**config.mk**
```make
export PLATFORM = sky130hd
export DESIGN_NAME = register_file
export DESIGN_NICKNAME = d
export VERILOG_FILES = /design/src/rtl/register_file.sv
export SDC_FILE = /design/constraint.sdc
export NUM_CORES = 1
export LEC_CHECK = 0
export CAP_MARGIN = 30
export CORE_MARGIN = 2
export CORE_UTILIZATION = 51
export DETAILED_ROUTE_END_ITERATION = 10
export HOLD_SLACK_MARGIN = 0.02
export PLACE_DENSITY = 0.84
export SYNTH_ARGS = -nofsm -noshare
export SYNTH_HDL_FRONTEND = slang
export SYNTH_SLANG_ARGS = --single-unit
```
**constraint.sdc**
```tcl
create_clock -name Clock -period 2.4 [get_ports Clock]
set_clock_uncertainty 0.2 [all_clocks]
set_input_delay 0.48 -clock Clock [delete_from_list [all_inputs] [get_ports Clock]]
set_output_delay 0.48 -clock Clock [all_outputs]
set_load 0.1 [all_outputs]
```
**src/rtl/register_file.sv**
```systemverilog
// register_file
//   Multi-port CPU register file sitting between instruction decode and the
//   ALU: two combinational read ports supply the source operands and one
//   synchronous write port accepts the writeback result.
//
//   Parameters
//      DATA_WIDTH  width of each register and of all data ports (default 16)
//      ADDR_WIDTH  width of the register specifiers (default 2)
//      NUM_REGS    2**ADDR_WIDTH, derived locally and not overridable
//
//   Ports
//      Clock      in   1           system clock, rising edge active
//      ResetN     in   1           asynchronous active-low reset, clears all registers
//      RS         in   ADDR_WIDTH  read address, port A
//      RT         in   ADDR_WIDTH  read address, port B
//      RD         in   ADDR_WIDTH  write address
//      WriteData  in   DATA_WIDTH  write data
//      RegWrite   in   1           write enable, sampled on rising Clock
//      ReadRS     out  DATA_WIDTH  contents of register RS (combinational)
//      ReadRT     out  DATA_WIDTH  contents of register RT (combinational)
//
//   Build option
//      REGFILE_ZERO_REG_EN  when defined, register 0 is hardwired to zero:
//                           writes to it are dropped and reads return 0.
//                           When undefined, register 0 is an ordinary register.

module register_file #(
   parameter int DATA_WIDTH = 16,
   parameter int ADDR_WIDTH = 2
) (
   input  logic                  Clock,
   input  logic                  ResetN,
   input  logic [ADDR_WIDTH-1:0] RS,
   input  logic [ADDR_WIDTH-1:0] RT,
   input  logic [ADDR_WIDTH-1:0] RD,
   input  logic [DATA_WIDTH-1:0] WriteData,
   input  logic                  RegWrite,
   output logic [DATA_WIDTH-1:0] ReadRS,
   output logic [DATA_WIDTH-1:0] ReadRT
);

   localparam int NUM_REGS = 2 ** ADDR_WIDTH;

   logic [DATA_WIDTH-1:0] regs_q [NUM_REGS];
   logic                  wr_en;

`ifdef REGFILE_ZERO_REG_EN
   // Register 0 never takes a write, so its flop stays at its reset value
   // and synthesis can reduce it to a constant.
   assign wr_en = RegWrite && (RD != '0);
`else
   assign wr_en = RegWrite;
`endif

   always_ff @(posedge Clock or negedge ResetN) begin
      if (!ResetN) begin
         for (int i = 0; i < NUM_REGS; i++) begin
            regs_q[i] <= '0;
         end
      end else if (wr_en) begin
         regs_q[RD] <= WriteData;
      end
   end

   // No write-to-read bypass: a same-cycle read of RD sees the old contents
   // until the edge commits the write.
`ifdef REGFILE_ZERO_REG_EN
   assign ReadRS = (RS == '0) ? '0 : regs_q[RS];
   assign ReadRT = (RT == '0) ? '0 : regs_q[RT];
`else
   assign ReadRS = regs_q[RS];
   assign ReadRT = regs_q[RT];
`endif

endmodule

```
==> results.py, run 1 <==
metrics = {
    "outcome": {
        "status": "complete, no violations",
    },
    "synthesis": {
        "syn_inst": 176,
        "synth_fp_nets": 201,
        "synth_warnings": 0,
        "synthFlopType": "dfrtp_1",
        "ys_types": 11,
        "netlist_area_um2": 3170,
        "synth.area.top_cells": "dfrtp_1, mux2_2, mux4_2",
        "synth.avg_cell_area_um2": 18.0,
        "ys_seq_area_share_pct": 50.5,
        "synth_top_area_share_pct": 50.5,
        "ys_ff_latch": 64,
        "synth_area_leader_cell": "dfrtp_1",
        "synth_edf_count": 0,
        "yosys-top-cells-count": "dfrtp_1, mux2_2, mux4_2",
        "synthArstFlopShare_pct": 100,
    },
    "placement": {
        "gp_congestion": 0.696,
        "dp_slack_ns": -0.234,
        "numPortBuffers": 56,
        "dp.cells": 303,
        "dpl_cell_area_um2": 4220,
        "dp_hpwl_mm": 4.37,
    },
    "route": {
        "drcViolationCount": 0,
        "num_vias": 1982,
        "drt-vias-per-instance": 6.17,
        "drtPass1Iterations": 4,
        "wl_per_cell_um": 23.8,
        "routed_wl_mm": 7.64,
        "drtIter0Drc": 157,
        "postRouteAntennaNets": 0,
    },
    "floorplanning": {
        "pin_count": 57,
        "die_w_um": 82.9,
        "row_count": 28,
        "die_area_um2": 6870,
        "start_util_pct": 53.3,
        "coreArea_um2": 5960,
        "die_y_um": 82.9,
    },
    "power": {
        "clockPowerShare_pct": 17.8,
        "power_leakage_nw": 1.88,
        "swShare_pct": 41.4,
        "power_w": 0.00448,
        "p_int_w": 0.00262,
        "pwr-share-seq_pct": 32.4,
        "switching_power_w": 0.00185,
        "comb_power_share_pct": 49.9,
        "ir_worst_vdd_mv": 0.648,
        "powerDensity_nw_per_um2": 994,
    },
    "sta": {
        "timing.slew.headroom_pct": 54.6,
        "maxSlewViolCount": 0,
        "worst_pin_slew_ns": 0.681,
        "fmax_ghz": 0.420,
        "setup_viol": 0,
        "timing.final.crit_share_pct": 99.2,
        "hold_viol": 0,
        "layout_min_cycle_time_ns": 2.38,
        "setup_ws_ns": 0.0185,
    },
    "global_routing": {
        "antenna_found_initial": 0,
        "grt_usage_pct": 21.8,
        "grt_pass1_vias": 2146,
        "grt_max_degree": 37,
        "grt_overflow": 0,
        "grt_first_pass_wirelength_mm": 11.4,
    },
    "clocking": {
        "cts_tree": "yes",
        "cts_buffer_depth": 2,
        "cts.sinks": 64,
        "cts-root-buf": "clkbuf_8",
        "clk_latency_ns": 0.33,
        "clkSlewWorstSetupHoldPaths_ns": 0.06,
        "cts_buffers": 9,
        "cts.htree.levels": 3,
    },
    "critical_path": {
        "path_class": "input port to primary output",
        "end_kind": "primary output",
        "cp_data_arrival_time_ns": 1.70,
        "slowest_stage": "mux4_2",
        "critical_path.cell_chain": "clkdlybuf4s15_2 > buf_12 > mux4_2 > buf_12",
        "crit_top_cell": "buf_12",
        "cp.required_ns": 1.72,
        "path_max_fanout": 8,
        "slowest_delay_ns": 0.56,
        "critPathTopFamily": "buffers and inverters",
        "rr_startpoint": "regs_q[61]$_DFFE_PN0P_",
        "critPathBufInv": 3,
        "crit_start": "RS[0]",
        "start_kind": "input port",
    },
    "worst_hold_path": {
        "hp-start": "regs_q[1]$_DFFE_PN0P_",
        "hold_path_class": "register to register",
    },
    "finish": {
        "drive_above_1_share_pct": 64.6,
        "top_regs": "regs_q (64)",
        "fin_area_um2": 4510,
        "regMostFlops": "regs_q",
        "nNetsFinal": 269,
        "area_delta_synth_final_pct": 42.0,
        "instances_no_fill": 321,
        "final_util_pct": 75.7,
        "antenna_cells": 0,
        "largest_reg_flops": 64,
    },
    "run": {
        "cap_violations": 0,
    },
}
==> layout by cell type (no fill, tap or decap) <==
| cell type | instances |
|---|---|
| clkbuf_16 | 2 |
| mux2_2 | 64 |
| buf_12 | 40 |
| dlymetal6s2s_1 | 2 |
| dlygate4sd3_1 | 1 |
| clkbuf_1 | 1 |
| clkinv_2 | 1 |
| nor3b_4 | 1 |
| clkdlybuf4s50_1 | 19 |
| buf_2 | 1 |
| clkdlybuf4s15_2 | 2 |
| mux4_2 | 32 |
| buf_16 | 2 |
| dfrtp_1 | 64 |
| nand3b_2 | 2 |
| nand3_2 | 1 |
| clkbuf_8 | 11 |
==> layer usage <==
layer | up-vias | track usage (%) | wire [um]
met2 | 85 | 33.5 | 3630
li1 | 838 | - | -
met5 | - | 0 | 0
met3 | 14 | 4.17 | 368
met1 | 1045 | 30.2 | 3500
met4 | 0 | 10.3 | 138
==> area by class of cell <==
cell class	instances	area [um^2]
clock buffer	12	155
fill	368	1450
multi-input combinational	100	1490
clock inverter	1	5.00
sequential	64	1600
tap	75	93.8
timing repair buffer	69	1160
==> power by group through the flow <==
stage	Sequential, W	Clock (W)	Combinational, W
5_1_grt	0.00147	0.000848	0.00229
3_3_place_gp	0.00143	0	0.00219
2_1_floorplan	0.00139	0	0.00146
3_5_place_dp	0.00145	0	0.00221
4_1_cts	0.00143	0.000797	0.00223
6_report	0.00145	0.000795	0.00223
==> metrics by stage <==
step / setup TNS, ns / hold slack, ns
floorplan: 0 / -0.0156
global placement: -7.02 / 0.301
detailed placement: -6.99 / 0.314
CTS: 0 / 0.328
global route: -0.000283 / 0.346
finish: 0 / 0.326
==> cell families (layout without fill, tap and decap cells) <==
family        Yosys count  after routing  synth area share [%]
mux                    96             96                  45.4
flops                  64             64                  50.5
buf+inv                12             82                  2.52
simple gates            4              4                  1.62
==> worst paths after layout <==
kind                                           to  slack (ns)  cells after the start
max                                    ReadRS[13]        0.02                      4
min                         regs_q[1]$_DFFE_PN0P_        0.33                      1
max reg2reg                regs_q[61]$_DFFE_PN0P_        1.38                      1
min reg2reg                 regs_q[1]$_DFFE_PN0P_        0.33                      1
max in group asynchronous  regs_q[11]$_DFFE_PN0P_        0.86                      3
min in group asynchronous  regs_q[40]$_DFFE_PN0P_        0.52                      2
==> timing repair <==
item / CTS / global route
hold endpoints to repair: 28 / 0
hold buffers: 1 / 0
gates resized for setup: 8 / 2
endpoints found under the setup margin: 32 / 31
pin swaps: 0 / 0
buffers inserted: 0 / 0
gates cloned: 2 / 2
Power figures use the tool's default switching activity.
==> run 2, diff against run 1 <==
- SETUP_SLACK_MARGIN: unset -> 0.4
==> results.py, run 2 (synthesized netlist as in run 1, its figures left out) <==
metrics = {
    "power": {
        "powerDensity_nw_per_um2": 1000,
        "power_leakage_nw": 1.91,
        "ir_worst_vdd_mv": 0.707,
        "power_w": 0.00462,
    },
    "sta": {
        "rsz0062_at_grt": "yes",
        "maxSlewViolCount": 0,
        "timing.slew.headroom_pct": 64.7,
        "timing.final.crit_share_pct": 89.6,
        "layout_min_cycle_time_ns": 2.15,
        "hold_viol": 0,
        "fmax_ghz": 0.465,
        "finalSetupTns_ns": 0,
        "setup_viol": 0,
        "worst_pin_slew_ns": 0.529,
    },
    "critical_path": {
        "rrSetupSlack_ns": 1.28,
        "reg2regPathDepth": 2,
        "rr_startpoint": "regs_q[10]$_DFFE_PN0P_",
        "crit_start": "RS[0]",
        "reg2reg_to": "regs_q[10]$_DFFE_PN0P_",
        "path_max_fanout": 8,
        "end_kind": "primary output",
        "cp.required_ns": 1.72,
        "path_class": "input port to primary output",
        "cp_data_arrival_time_ns": 1.47,
        "start_kind": "input port",
    },
    "finish": {
        "regMostFlops": "regs_q",
        "final_cell_mix": "mux2_2, dfrtp_1, buf_12, mux4_2, clkdlybuf4s50_1",
        "top_regs": "regs_q (64)",
        "nNetsFinal": 273,
        "drive_above_1_share_pct": 66.0,
        "antenna_cells": 0,
        "largest_reg_flops": 64,
        "area_delta_synth_final_pct": 45.1,
        "fill_cells": 348,
        "fin_area_um2": 4610,
    },
    "clocking": {
        "cts_buffer_depth": 2,
        "cts.htree.levels": 3,
        "cts.sinks": 64,
        "clkSlewWorstSetupHoldPaths_ns": 0.07,
        "cts-root-buf": "clkbuf_8",
        "clk_latency_ns": 0.34,
        "cts_tree": "yes",
        "cts_buffers": 9,
    },
    "route": {
        "wl_per_cell_um": 22.9,
        "postRouteAntennaNets": 0,
        "drtPass1Iterations": 4,
        "drcViolationCount": 0,
        "drt-vias-per-instance": 6.27,
        "routed_wl_mm": 7.52,
        "drtIter0Drc": 142,
        "num_vias": 2056,
    },
    "floorplanning": {
        "die_area_um2": 6870,
        "row_count": 28,
        "die_w_um": 82.9,
        "start_util_pct": 53.3,
        "pin_count": 57,
        "coreArea_um2": 5960,
        "die_y_um": 82.9,
    },
    "global_routing": {
        "grt_max_degree": 24,
        "grt_first_pass_wirelength_mm": 12.3,
        "grt_usage_pct": 23.8,
        "grt_overflow": 0,
        "grt_pass1_vias": 2215,
        "antenna_found_initial": 0,
    },
    "worst_hold_path": {
        "hold_path_class": "register to register",
        "whs_path_depth": 1,
        "min_to": "regs_q[14]$_DFFE_PN0P_",
        "hp-start": "regs_q[14]$_DFFE_PN0P_",
    },
    "placement": {
        "dp_hpwl_mm": 4.57,
        "gp_congestion": 0.720,
        "numPortBuffers": 56,
        "dpl_cell_area_um2": 4250,
    },
    "outcome": {
        "status": "complete, no violations",
    },
    "run": {
        "cap_violations": 0,
    },
}
==> run 2: routing by layer <==
layer | GRT usage, % | share of wire, %
met5 | 0 | 0
met4 | 10.4 | 2.9
met3 | 5.96 | 6.3
met2 | 37.5 | 50
met1 | 31.6 | 41
==> run 2: repair_timing <==
action	4_1_cts	5_1_grt
gates resized for setup	29	0
setup buffers	0	2
cloned	4	0
endpoints found under the setup margin	32	32
hold buffers	1	0
endpoints found under the hold margin	20	0
==> run 2: worst max-delay path, cell delays in order <==
cell and delay (ns):
buf_12 0.09, buf_12 0.14, mux4_2 0.56, buf_12 0.19
==> run 2: worst max-delay path by stage <==
stage                     slack [ns]  cells past startpoint          to
after CTS                       0.23                      2   ReadRS[0]
after global placement         -0.24                      4  ReadRT[10]
after floorplan                 0.22                      3  ReadRS[10]
after global routing            0.21                      2   ReadRT[2]
final                           0.25                      4  ReadRS[10]
after detailed placement       -0.26                      4   ReadRS[0]
==> run 2: layout make-up <==
cell class	count	area [um^2]	area share [%]
clock buffers	13	159	3.45
repair buffers	73	1220	26.5
well taps	75	93.8	2.04
multi-input cells	100	1490	32.4
clock inverters	3	40.0	0.869
flip-flops and latches	64	1600	34.8
==> run 2: power by group <==
group	switching [W]	total [W]	leakage (nW)	internal [W]
registers	0.000154	0.00144	0.757	0.00129
clock network	0.000394	0.000928	0.103	0.000534
logic	0.00131	0.00225	1.05	0.000943
total	0.00186	0.00462	1.91	0.00276
==> run 2: stage by stage <==
step                setup slack, ns  hold slack [ns]  instances  utilization, %
finish                        0.251            0.325        328            77.4
global route                  0.210            0.344        328            77.4
global placement             -0.238            0.281        305            71.4
floorplan                     0.224          -0.0156        176               -
CTS                           0.232            0.326        326            77.1
detailed placement           -0.258            0.279        305            71.4
==> RTL edit 1: new RTL, config.mk and constraints of run 2 <==
Register the input `WriteData` before use, without a reset. The logic sees it one clock later. The other inputs are not delayed to match.
--- a/src/rtl/register_file.sv
+++ b/src/rtl/register_file.sv
@@ -41,6 +41,12 @@
 
    localparam int NUM_REGS = 2 ** ADDR_WIDTH;
 
+   logic [DATA_WIDTH-1:0] WriteData_q;
+
+   always_ff @(posedge Clock) begin
+      WriteData_q <= WriteData;
+   end
+
    logic [DATA_WIDTH-1:0] regs_q [NUM_REGS];
    logic                  wr_en;
 
@@ -58,7 +64,7 @@
             regs_q[i] <= '0;
          end
       end else if (wr_en) begin
-         regs_q[RD] <= WriteData;
+         regs_q[RD] <= WriteData_q;
       end
    end
 
Function: changed (Yosys sat finds a counterexample within 4 cycles, from zero or initial values and one cycle with ResetN low).
==> RTL edit 1 against run 2 <==
Synthesized area is 10% higher; global-route usage increased by 0.084 points; first-iteration DRC count down 39%; sequential cell count is 16 higher; final area is 8.0% higher; largest power group unchanged; total power is 11% higher; setup slack lost 0.032 ns; sequential power increased by 21%; routed wire length up 5.1%.
==> RTL edit 1: results (changes against run 2) <==
status = finished, final reports clean
Critical R2R Capture = regs_q[5]$_DFFE_PN0P_
met1 Use GR = 35.0% (+3.4 points)
VDD IR max = 0.687 mV (-2.8%)
Top Registers = regs_q: 64 flops, WriteData_q: 16 flops
nonclk buf count = 74 (+1.4%)
post-CTS sizing = 27 (-6.9%)
syn_nets = 217 (+8.0%)
Tot GR Track Use = 23.9% (+0.084 points)
setup slack, reg-to-reg = 1.25 ns (-0.03 ns)
Critical Path Max Stage Delay = 0.53 ns (-0.03 ns)
Tcrit/Tclk final = 90.9% (+1.3 points)
Max FO, Critical Path = 3 (-5)
Worst Max-Slew Pin Slew = 0.520 ns (-0.00902 ns)
Hold Path Origin = regs_q[17]$_DFFE_PN0P_
Final nets = 290 (+6.2%)
commonest cells in the netlist = dfrtp_1 (64), mux2_2 (64), mux4_2 (32)
M3 GR Usage = 3.90% (-2.1 points)
Routability Congestion = 0.725 (+0.72%)
Worst Path Class, Setup = register to output pin
number of synthesized register bits = 80 (+25%)
Seq. cell area = 1920 um2 (+20%)
r2r startpoint = regs_q[5]$_DFFE_PN0P_
non-clk buf share = 24.7% (-1.8 points)
final WL = 7910 um (+5.1%)
number of setup buffers added after CTS = 1 (+1)
ys async rst share = 80.0% (-20 points)
M1 WL = 3570 um (+16%)
layout cells sized above 1 = 63.0% (-3.0 points)
crit path DAT = 1.50 ns (+0.03 ns)
clock network area share = 4.63% (+0.31 points)
worst setup path end = ReadRS[5]
first-pass GRT wire length = 12,800 um (+3.9%)
routed length on met2 = 3910 um (+3.9%)
clock buffers = 11 (-2)
DRT iter0 DRCs = 86 (-39%)
number of global-route vias before repair = 2,248 (+1.5%)
met2 GRT Util = 36.9% (-0.54 points)
Unique masters post-synth = 12 (+1)
P_int = 3.15 mW (+14%)
number of fill cells = 401 (+15%)
met3 wire len = 303 um (-36%)
top cells by area, synth = dfrtp_1 (46%), mux2_2 (21%), mux4_2 (21%), dfxtp_1 (9.2%), buf_2 (0.72%)
clk_lat worst skew = 0.35 ns
RTL edit 1: cells by family after synthesis:
logic type             after synthesis  share of synthesized area (%)
multiplexers                        96                           41.2
flip-flops                          80                           55.0
AND/OR/NAND/NOR                      4                           1.47
buffers and inverters               12                           2.29
RTL edit 1: metrics by stage:
| step | cell area, um2 | hold WS, ns | instances | utilization, % |
|---|---|---|---|---|
| final | 4970 | 0.328 | 350 | 74.0 |
| after detailed placement | 4590 | 0.278 | 327 | 68.2 |
| after global routing | 4970 | 0.345 | 350 | 74.0 |
| after CTS | 4960 | 0.327 | 349 | 73.8 |
| after global placement | 4590 | 0.267 | 327 | 68.2 |
| after floorplan | 3560 | -0.0156 | 192 | - |
RTL edit 1: how the worst min path moves through the flow:
stage                             end  slack, ns  cells after the start
2_1_floorplan   regs_q[0]$_DFFE_PN0P_      -0.02                      0
3_3_place_gp   regs_q[55]$_DFFE_PN0P_       0.27                      1
3_5_place_dp   regs_q[39]$_DFFE_PN0P_       0.28                      1
4_1_cts        regs_q[21]$_DFFE_PN0P_       0.33                      1
5_1_grt        regs_q[26]$_DFFE_PN0P_       0.34                      1
6_report       regs_q[17]$_DFFE_PN0P_       0.33                      1
RTL edit 1: critical path: cells and delay by family, from the launching register on:
family,cells,cell delay (ns)
buffers and inverters,1,0.19
DFF,1,0.42
muxes,1,0.53
RTL edit 1: power by group through the flow:
stage	clock, mW	combinational (mW)	sequential [mW]
3_5_place_dp	0	2.21	1.75
2_1_floorplan	0	1.47	1.69
6_report	1.13	2.24	1.74
5_1_grt	1.20	2.31	1.77
4_1_cts	1.14	2.25	1.73
3_3_place_gp	0	2.19	1.73
==> RTL edit 2: new RTL, settings of run 2 <==
Without the edit above. The parameter `ADDR_WIDTH` goes from 2 to 3. Comments in the files are not updated.
--- a/src/rtl/register_file.sv
+++ b/src/rtl/register_file.sv
@@ -26,7 +26,7 @@
 
 module register_file #(
    parameter int DATA_WIDTH = 16,
-   parameter int ADDR_WIDTH = 2
+   parameter int ADDR_WIDTH = 3
 ) (
    input  logic                  Clock,
    input  logic                  ResetN,
Ports: changed (resized RD, RS and RT); port bits go from 57 to 60. No check against the original RTL was run, so the function may have changed too.
==> RTL edit 2 against run 2 <==
The flow now finishes with violations (negative setup slack); synthesized area increased by 120%; maximum frequency decreased by 14%; routed wire length increased by 130%; hold slack got worse by 0.018 ns; total power increased by 100%; sequential cell count increased by 64; setup slack got worse by 0.36 ns; final area increased by 99%; non-clock buffer count increased by 32; critical endpoint is now ReadRS[13]; highest routed layer unchanged.
==> RTL edit 2: results (changes against run 2) <==
placed instance count = 629 (+110%)
first-pass GRT wire length = 27,500 um (+120%)
# setup viols final = 32 (+32)
failing checks = negative setup slack
Synth Instances = 393 (+120%)
TritonRoute pass-1 iters = 6 (+2)
status = finished with violations
met2 GRT Util = 42.1% (+4.6 points)
syn_nets = 421 (+110%)
top cells by area, synth = dfrtp_1 (46%), mux2_2 (26%), mux4_1 (21%), mux4_2 (2.6%), buf_6 (1.6%)
M1 WL = 7180 um (+130%)
cts bufs inserted = 17 (+8)
commonest cells in the netlist = mux2_2 (160), dfrtp_1 (128), mux4_1 (56)
met3 wire len = 1030 um (+120%)
Unique masters post-synth = 15 (+4)
largest net degree at the start of global routing = 50 (+110%)
Critical Path Max Stage Delay = 0.50 ns (-0.06 ns)
setup TNS = -1.56 ns (-1.56 ns)
number of global-route vias before repair = 4,694 (+110%)
M3 GR Usage = 6.34% (+0.38 points)
post-DP HPWL = 10,100 um (+120%)
WL per Instance = 26.1 um (+14%)
setup ws final = -0.111 ns (-0.361 ns)
crit path DAT = 1.83 ns (+0.36 ns)
VDD IR max = 0.680 mV (-3.9%)
-- RTL edit 2: cell types whose count changed in the layout (fill, tap and decap cells not counted), moves of 4 or more --
cell       change
buf_4         +16
mux4_2        +32
mux2_4        +32
clkbuf_8      -11
dfrtp_1       +64
mux2_2        +64
clkbuf_16     +17
buf_12         +7
inv_6          +4
clkinv_4       +5
-- RTL edit 2: logic make-up after synthesis --
| family | synth area share [%] |
|---|---|
| DFF | 45.8 |
| buffers and inverters | 3.29 |
| muxes | 49.3 |
| and+or+nand+nor | 1.63 |
-- RTL edit 2: worst paths after layout --
| path | startpoint | endpoint | cells past startpoint |
|---|---|---|---|
| min in group Clock | regs_q[59]$_DFFE_PN0P_ | regs_q[59]$_DFFE_PN0P_ | 1 |
| worst min register to register | regs_q[59]$_DFFE_PN0P_ | regs_q[59]$_DFFE_PN0P_ | 1 |
| max in group asynchronous | ResetN | regs_q[102]$_DFFE_PN0P_ | 3 |
| worst max register to register | regs_q[76]$_DFFE_PN0P_ | regs_q[76]$_DFFE_PN0P_ | 2 |
| worst min-delay path | ResetN | regs_q[124]$_DFFE_PN0P_ | 2 |
| worst max-delay path | regs_q[125]$_DFFE_PN0P_ | ReadRS[13] | 3 |
-- RTL edit 2: repair_timing --
action / CTS / global route
endpoints found under the setup margin: 36 / 36
cloned: 6 / 0
resized for setup: 32 / 2
pin swaps: 1 / 1
endpoints found under the hold margin: 19 / 0
hold buffers: 1 / 0
setup buffers: 2 / 3
-- RTL edit 2: per-stage QoR --
| step | power (mW) | cell area [um2] | setup WS [ns] | utilization [%] | hold slack [ns] |
|---|---|---|---|---|---|
| 2_1_floorplan | 5.40 | 7000 | 0.106 | - | -0.0156 |
| 3_3_place_gp | 6.46 | 8300 | -0.345 | 62.2 | 0.192 |
| 3_5_place_dp | 6.59 | 8300 | -0.379 | 62.2 | 0.197 |
| 4_1_cts | 9.37 | 9140 | -0.105 | 68.5 | 0.299 |
| 5_1_grt | 9.67 | 9170 | -0.127 | 68.7 | 0.322 |
| 6_report | 9.36 | 9170 | -0.111 | 68.7 | 0.307 |
-- RTL edit 2: power groups by stage --
stage	combinational [mW]	sequential [mW]	clock (mW)
6_report	3.68	3.01	2.68
4_1_cts	3.67	2.98	2.71
3_5_place_dp	3.59	3.00	0
3_3_place_gp	3.51	2.95	0
5_1_grt	3.81	3.06	2.81
2_1_floorplan	2.52	2.88	0
-- RTL edit 2: area by class of cell --
class | instances | share of cell area, %
multi-input combinational | 232 | 38.3
clock buffer | 18 | 4.68
tap | 176 | 2.40
sequential | 128 | 34.9
timing repair buffer | 105 | 17.7
clock inverter | 14 | 1.98
-- RTL edit 2: worst reg2reg max path, stage by stage (launching register included) --
cell and delay (ns):
dfrtp_1 0.41, buf_4 0.15, mux2_2 0.26
